`src/rtl/opcode_decoder_pipe.sv`:
```
// Registered opcode decoder with a valid/ready stream, prefix-extended opcode
// space and a saturating illegal-opcode counter.
module opcode_decoder_pipe #(
    parameter int CODE_W      = 5,
    parameter int NUM_OPS     = 6,
    parameter int PREFIX_EN   = 1,
    parameter int PREFIX_CODE = 31,
    parameter int EXT_OPS     = 4,
    parameter int ERR_CNT_W   = 8,
    localparam int OUT_W      = NUM_OPS + EXT_OPS
) (
    input  logic                 clk,
    input  logic                 rst,
    input  logic [CODE_W-1:0]    code_in,
    input  logic                 in_valid,
    output logic                 in_ready,
    output logic [OUT_W-1:0]     code_out,
    output logic                 out_illegal,
    output logic                 out_valid,
    input  logic                 out_ready,
    output logic                 prefix_pending,
    input  logic                 err_clear,
    output logic [ERR_CNT_W-1:0] err_count
);

    localparam logic [0:0] NORMAL = 1'b0;
    localparam logic [0:0] PREFIX = 1'b1;

    localparam logic [ERR_CNT_W-1:0] ERR_MAX = {ERR_CNT_W{1'b1}};

    logic [0:0]       state;
    logic             accept;
    logic             is_prefix;
    logic [OUT_W-1:0] dec_code;
    logic             dec_illegal;
    logic             err_hit;

    assign in_ready = ~rst & (~out_valid | out_ready);
    assign accept   = in_valid & in_ready;

    assign is_prefix = (PREFIX_EN != 0) && (state == NORMAL)
                       && (code_in == CODE_W'(PREFIX_CODE));

    always_comb begin
        dec_code = '0;
        if (state == NORMAL) begin
            for (int i = 0; i < NUM_OPS; i++)
                dec_code[i] = (code_in == CODE_W'(i));
        end else begin
            for (int k = 0; k < EXT_OPS; k++)
                dec_code[NUM_OPS+k] = (code_in == CODE_W'(k));
        end
    end

    // Decode is one-hot by construction, so "nothing matched" means illegal.
    assign dec_illegal = ~|dec_code;
    assign err_hit     = accept & ~is_prefix & dec_illegal;

    always_ff @(posedge clk) begin
        if (rst) begin
            state       <= NORMAL;
            out_valid   <= 1'b0;
            code_out    <= '0;
            out_illegal <= 1'b0;
        end else begin
            if (accept)
                state <= is_prefix ? PREFIX : NORMAL;
            if (accept && !is_prefix) begin
                code_out    <= dec_code;
                out_illegal <= dec_illegal;
                out_valid   <= 1'b1;
            end else if (out_valid && out_ready) begin
                out_valid <= 1'b0;
            end
        end
    end

    // A clear coinciding with an illegal accept keeps that error.
    always_ff @(posedge clk) begin
        if (rst)
            err_count <= '0;
        else if (err_clear)
            err_count <= err_hit ? ERR_CNT_W'(1) : '0;
        else if (err_hit && err_count != ERR_MAX)
            err_count <= err_count + 1'b1;
    end

    assign prefix_pending = (state == PREFIX);

endmodule
```
`config.mk`:
```
export PLATFORM = sky130hd
export DESIGN_NAME = opcode_decoder_pipe
export DESIGN_NICKNAME = d
export VERILOG_FILES = /design/src/rtl/opcode_decoder_pipe.sv
export SDC_FILE = /design/constraint.sdc
export NUM_CORES = 1
export LEC_CHECK = 0
export CAP_MARGIN = 40
export CORE_MARGIN = 2
export CORE_UTILIZATION = 49
export CTS_CLUSTER_DIAMETER = 50
export DETAILED_ROUTE_END_ITERATION = 7
export GPL_ROUTABILITY_DRIVEN = 0
export PLACE_DENSITY = 0.83
export SYNTH_ARGS = -nofsm -noshare
export SYNTH_HDL_FRONTEND = slang
export SYNTH_SLANG_ARGS = --single-unit
```
`constraint.sdc`:
```
create_clock -name clk -period 3.2 [get_ports clk]
set_input_delay 0.64 -clock clk [delete_from_list [all_inputs] [get_ports clk]]
set_output_delay 0.64 -clock clk [all_outputs]
set_load 0.05 [all_outputs]
```
==> PnR_summary.wiki, run 1 <==
{| class="wikitable"
! Metric !! Value
|-
| Layout filler cell count || 171
|-
| Synth area leader || sky130_fd_sc_hd__dfxtp_1
|-
| Core area || 0.00200 mm^2
|-
| Sequential fraction of design power || 56.3%
|-
| Clock Sink Count || 21
|-
| Count of TritonRoute iterations in the first routing pass || 4
|-
| Post_cts resized || 0
|-
| Count of nets left with antenna violations after detail routing || 0
|-
| Area taken by flip-flops and latches || 420 um^2
|-
| Combinational power share || 16.3%
|-
| Flip-flop and latch count after synthesis || 21
|-
| Result of the run || finished, final reports clean
|-
| Sequential element share of the synthesized area || 39.9%
|-
| Type of the worst setup path || reg -> out
|-
| Setup repair after global routing missed its margin || no
|-
| Shortest clock period the worst path allows after layout || 2340 ps
|-
| Final count of pins violating max slew || 0
|-
| Clk Tree Root Cell || sky130_fd_sc_hd__clkbuf_4
|-
| Fraction of layout instances using a drive strength above 1 || 5.81%
|-
| Routed wire length || 2650 um
|-
| First-iteration detailed-routing DRC count || 54
|-
| Top-count cell post-synth || sky130_fd_sc_hd__dfxtp_1
|-
| Mux share of post-synthesis cell area || 5.70%
|-
| Worst-path maximum fanout || 9
|-
| Total via count in the routed design || 1088
|-
| Max capacitance violation total || 0
|-
| Yosys warning total || 0
|-
| All-Layer GR Usage || 21.8%
|-
| Synth Area in Adders || 1.19%
|-
| Clock tree from TritonCTS || built
|-
| Largest cells by area after synthesis || sky130_fd_sc_hd__dfxtp_1 40%, sky130_fd_sc_hd__nand4_1 6.5%, sky130_fd_sc_hd__mux2i_1 5.7%
|-
| Cts-stage hold buffer count || 0
|-
| List of cells traversed by the critical path || clkdlybuf4s50_1
|-
| Area of the multi-input gates || 586 um^2
|-
| Routed length per instance || 14.5 um
|-
| Nature of the critical path startpoint || flop
|-
| Largest family of logic cells by synthesized area || simple AND/OR/NAND/NOR gates
|-
| Cell count after synthesis || 126
|-
| Vias in the first global route || 991
|-
| Number of antenna violations at the first check in global routing || 0
|-
| P_leak || 0.000437 uW
|-
| Wire length of the first global-routing pass || 4360 um
|-
| Height of the die || 50.4 um
|-
| Mapped cell area || 0.00105 mm^2
|-
| Final number of hold-violating endpoints || 0
|-
| Fraction of post-synthesis cell area in the top cell type by area || 39.9%
|-
| Switching share of power || 28.4%
|-
| Main synth FF type || sky130_fd_sc_hd__dfxtp_1
|-
| Post-route total power || 476 uW
|-
| DIE WIDTH || 50.4 um
|-
| Floorplan row count || 16
|-
| Master of the slowest instance on the critical path || sky130_fd_sc_hd__clkdlybuf4s50_1
|-
| Family of cells with the greatest summed delay on the critical path || buffers and inverters
|-
| Internal cell power || 341 uW
|-
| Sum of buffers and inverters on the critical path || 1
|-
| Post-synthesis to final-layout area growth || 32.3%
|-
| Setup Fix Bufs, Post-CTS || 0
|-
| Aggregate global routing overflow || 0
|-
| Clock transition at the register clock pins on the worst setup and hold paths after CTS || 120 ps
|-
| Number of buffers between clock root and the deepest sink || 2
|-
| Path category of the worst min-delay check || reg -> reg
|-
| Total Neg Setup Slack || 0 ps
|-
| Worst Skew || 3.22 ps
|-
| Simple-gate share of the synthesized area || 34.1%
|-
| Xor/xnor cell area share of the yosys netlist || 0%
|-
| CTS Buf Count || 3
|-
| Endpoint type of the worst setup path || primary output
|-
| Share of flip-flops with an asynchronous set or reset after synthesis || 0%
|-
| Via density per instance || 5.98
|-
| Net count of the mapped netlist || 137
|-
| Effective utilization at floorplan || 52.6%
|-
| Number of setup violations in the final report || 0
|-
| Number of synthesized flops with an enable pin || 0
|-
| Number of nets in the finished design || 167
|-
| Signal arrival time at the worst endpoint || 1700 ps
|-
| Detail Placement HPWL || 1820 um
|-
| Areal power density over the cells || 341 mW/mm^2
|-
| Highest achievable clock rate || 426 MHz
|-
| Count of unresolved DRC violations after routing || 0
|-
| Critical path required time || 2560 ps
|-
| Die outline area || 0.00254 mm^2
|-
| Tcrit/Tclk final || 73.3%
|-
| Worst-case vdd ir drop || 0.244 mV
|-
| Largest net degree at the start of global routing || 23
|-
| Number of levels the H-tree was split into || 1
|-
| Worst-Skew Late Latency || 300 ps
|-
| Count of different cell masters after synthesis || 33
|-
| Antenna diode count || 0
|-
| Worst slew margin relative to its limit || 44.7%
|-
| Count of pins on the block boundary || 32
|-
| Synth Area in Compound Gates || 14.6%
|-
| Slew at the pin closest to its max-slew limit || 817 ps
|-
| Most common library cells after synthesis || 21 x sky130_fd_sc_hd__dfxtp_1, 11 x sky130_fd_sc_hd__nand2_1, 11 x sky130_fd_sc_hd__nand4_1
|-
| Synthesized area divided by synthesized cell count || 8.36 um^2
|-
| Portion of total power attributed to the clock network || 27.4%
|-
| Crit-path max cell delay || 870 ps
|-
| Number of buffers inserted by port buffering || 31
|-
| Psw || 135 uW
|}
==> layout make-up <==
cell class,count,share of cell area (%)
multi-input combinational,95,42.0
sequential,21,30.2
timing repair buffer,32,22.6
tap,27,2.42
clock buffer,3,1.62
inverter,3,0.808
clock inverter,1,0.359
==> kinds of logic (layout without fill, tap and decap cells) <==
group           Yosys count  in the layout
mux                       6              6
fa+ha+maj                 1              1
flops                    21             21
simple gates             61             61
compound gates           27             27
buf+inv                  10             39
==> flip-flops by register name, indices dropped and copies added, names as in the netlist <==
register and flops:
err_count 8, code_out 10, out_valid 1, prefix_pending 1, out_illegal 1
==> worst register-to-register path, stage by stage, from the launching register on <==
cell,delay [ps]
sky130_fd_sc_hd__dfxtp_1,530
sky130_fd_sc_hd__o21ai_1,170
sky130_fd_sc_hd__o2bb2ai_1,320
sky130_fd_sc_hd__or4_1,540
sky130_fd_sc_hd__a21oi_1,150
==> power by group through the flow <==
| stage | clock [uW] | combinational, uW | sequential, uW |
|---|---|---|---|
| 5_1_grt | 139 | 81.9 | 269 |
| 2_1_floorplan | 0 | 33.3 | 286 |
| 6_report | 130 | 77.5 | 268 |
| 3_5_place_dp | 0 | 76.2 | 274 |
| 3_3_place_gp | 0 | 74.9 | 274 |
| 4_1_cts | 133 | 76.4 | 268 |
==> metal layers <==
metal / up-vias / GRT usage, % / wire length, um
met5: - / 0 / 0
li1: 538 / - / -
met2: 49 / 37.1 / 1290
met4: 0 / 5.86 / 25
met1: 496 / 29.0 / 1150
met3: 5 / 2.68 / 185
==> per-stage QoR <==
stage	hold WS (ps)	instances	util, %	worst slack [ps]	cell area [um^2]
floorplan	686	126	-	1040	1050
global placement	458	178	68.3	814	1370
detailed placement	467	178	68.3	753	1370
CTS	486	182	69.6	858	1390
global route	508	182	69.6	787	1390
finish	484	182	69.6	855	1390
==> placed cells by master (no fill, tap or decap), drive strengths merged, types with 2 or more instances in the layout <==
| cell | Yosys | routed |
|---|---|---|
| nand3 | 3 | 3 |
| nor4 | 6 | 6 |
| buf | 3 | 2 |
| clkdlybuf4s50 | 0 | 30 |
| or4 | 3 | 3 |
| nand2b | 5 | 5 |
| nor2 | 4 | 4 |
| nand4 | 11 | 11 |
| a21oi | 10 | 10 |
| nor2b | 3 | 3 |
| o21ai | 10 | 10 |
| dfxtp | 21 | 21 |
| nand4b | 2 | 2 |
| o31ai | 2 | 2 |
| clkbuf | 4 | 3 |
| or3 | 6 | 6 |
| inv | 3 | 3 |
| mux2i | 6 | 6 |
| and2 | 3 | 3 |
| nand2 | 11 | 11 |
==> final timing paths <==
| path | start | endpoint | slack [ps] | cells past startpoint |
|---|---|---|---|---|
| setup / recovery | prefix_pending | prefix_pending | 860 | 1 |
| hold / removal | code_out[9] | code_out[9] | 480 | 2 |
| setup reg to reg | prefix_pending | err_count[3] | 1440 | 4 |
| hold reg to reg | code_out[9] | code_out[9] | 480 | 2 |
(Power assumes the default switching activity.)
==> run 2: changes to the inputs <==
- CORE_UTILIZATION: 49 -> 41
- PLACE_DENSITY: 0.83 -> 0.74
- clock period: 3.2 -> 2.1 ns (I/O delays scaled with it)
==> run 2 against run 1 <==
Effect of this change:
- routed wire length grew 1.7%
- register-to-register slack worse by 1100 ps
- clock-buffer cell count grew 1
- largest cell class unchanged
- critical path depth stayed put
==> PnR_summary.wiki, run 2 (synthesis gave the netlist of run 1 again) <==
{| class="wikitable"
! Metric !! Value
|-
| Total via count in the routed design || 1116
|-
| Number of buffers between clock root and the deepest sink || 2
|-
| Worst Skew || 1.17 ps
|-
| Most flops, register || code_out
|-
| Master of the slowest instance on the critical path || sky130_fd_sc_hd__clkdlybuf4s50_1
|-
| Crit-path max cell delay || 850 ps
|-
| Leading cell type in the layout, fill and taps excluded || sky130_fd_sc_hd__clkdlybuf4s50_1
|-
| Routed length per instance || 14.0 um
|-
| Endpoint type of the worst setup path || primary output
|-
| Post-synthesis to final-layout area growth || 38.6%
|-
| Floorplan row count || 18
|-
| Tcrit/Tclk final || 96.9%
|-
| Fraction of layout instances using a drive strength above 1 || 9.26%
|-
| Post-route total power || 735 uW
|-
| Number of levels the H-tree was split into || 1
|-
| Clock transition at the register clock pins on the worst setup and hold paths after CTS || 110 ps
|-
| Result of the run || finished, final reports clean
|-
| Flip-flop count of the largest register, all copies and words added || 10
|-
| Min setup slack post-route || 64.4 ps
|-
| Detail Placement HPWL || 1960 um
|-
| Core area || 0.00245 mm^2
|-
| Final count of pins violating max slew || 0
|-
| Sum of buffers and inverters on the critical path || 1
|-
| Signal arrival time at the worst endpoint || 1620 ps
|-
| Most frequent cells in the layout || 29 x sky130_fd_sc_hd__clkdlybuf4s50_1, 21 x sky130_fd_sc_hd__dfxtp_1, 11 x sky130_fd_sc_hd__nand2_1, 11 x sky130_fd_sc_hd__nand4_1, 10 x sky130_fd_sc_hd__a21oi_1
|-
| Setup repair after global routing missed its margin || no
|-
| Areal power density over the cells || 503 mW/mm^2
|-
| Shortest clock period the worst path allows after layout || 2040 ps
|-
| Clock tree from TritonCTS || built
|-
| Max capacitance violation total || 0
|-
| DIE WIDTH || 54.7 um
|-
| Type of the worst setup path || reg -> out
|-
| Slew at the pin closest to its max-slew limit || 703 ps
|-
| Count of pins on the block boundary || 32
|-
| Clk Tree Root Cell || sky130_fd_sc_hd__clkbuf_4
|-
| Number of setup violations in the final report || 0
|-
| Wire length of the first global-routing pass || 4370 um
|-
| Number of nets in the finished design || 174
|-
| Path category of the worst min-delay check || reg -> reg
|-
| List of cells traversed by the critical path || clkdlybuf4s50_1
|-
| Clock Sink Count || 21
|-
| Die outline area || 0.00299 mm^2
|-
| Via density per instance || 5.81
|-
| Worst-Skew Late Latency || 300 ps
|-
| All-Layer GR Usage || 20.2%
|-
| Family of cells with the greatest summed delay on the critical path || buffers and inverters
|-
| Count of TritonRoute iterations in the first routing pass || 4
|-
| Largest net degree at the start of global routing || 23
|-
| Nature of the critical path startpoint || flop
|-
| Worst-path maximum fanout || 7
|-
| Worst-case vdd ir drop || 0.320 mV
|-
| Count of unresolved DRC violations after routing || 0
|-
| Aggregate global routing overflow || 0
|-
| Dpl ws || -42.5 ps
|-
| CTS Buf Count || 3
|-
| Critical path required time || 1680 ps
|-
| Count of nets left with antenna violations after detail routing || 0
|-
| Antenna diode count || 0
|-
| Number of antenna violations at the first check in global routing || 0
|-
| Effective utilization at floorplan || 42.9%
|-
| Biggest regs || code_out: 10 flops, err_count: 8 flops
|-
| Number of buffers inserted by port buffering || 31
|-
| First-iteration detailed-routing DRC count || 23
|-
| Highest achievable clock rate || 491 MHz
|-
| Final number of hold-violating endpoints || 0
|-
| Total Neg Setup Slack || 0 ps
|-
| Worst slew margin relative to its limit || 53.1%
|-
| Vias in the first global route || 999
|-
| Height of the die || 54.7 um
|-
| Routed wire length || 2690 um
|-
| P_leak || 0.000477 uW
|}
[run 2: per-stage QoR]
stage	area, um^2	util [%]	hold slack, ps	instances
floorplan	1050	-	576	126
global placement	1440	58.5	460	188
detailed placement	1440	58.5	461	188
CTS	1460	59.5	487	192
global route	1460	59.5	516	192
finish	1460	59.5	482	192
[run 2: final cells by class]
cell class              count  area, um^2
fillers                   223         995
multi-input cells          95         586
flip-flops and latches     21         420
repair buffers             39         379
well taps                  30        37.5
clock buffers               4        26.3
inverters                   3        11.3
[run 2: what timing repair did]
item                       4_1_cts  5_1_grt
setup endpoints to repair        1        0
buffers inserted                 0        0
hold buffers                     0        0
resized for setup                1        0
[run 2: layer usage]
metal	track usage [%]	vias up	part of all wire, %
met5	0	-	0
met4	9.58	0	0.93
met3	3.28	4	5.4
met2	33.1	36	48
met1	25.5	531	45
li1	-	545	-
[run 2: final timing paths]
check	depth (start not counted)	slack [ps]	endpoint	from
max	1	60	err_count[3]	err_count[3]
min	2	480	code_out[5]	code_out[5]
max reg2reg	5	380	err_count[0]	err_count[0]
min reg2reg	2	480	code_out[5]	code_out[5]
[run 2: report_power, final]
part           total (uW)  internal (uW)  switching [uW]  leakage, uW
sequential            408            404            4.12     0.000170
combinational         131           55.6            75.8     0.000292
clock                 195           74.1             121    0.0000150
total                 735            534             201     0.000477
==> run 3: changes to the inputs <==
- CAP_MARGIN: 40 -> 20
==> results of run 3 <==
Same layout as run 2: the final DEF is identical, and so are final timing and power.
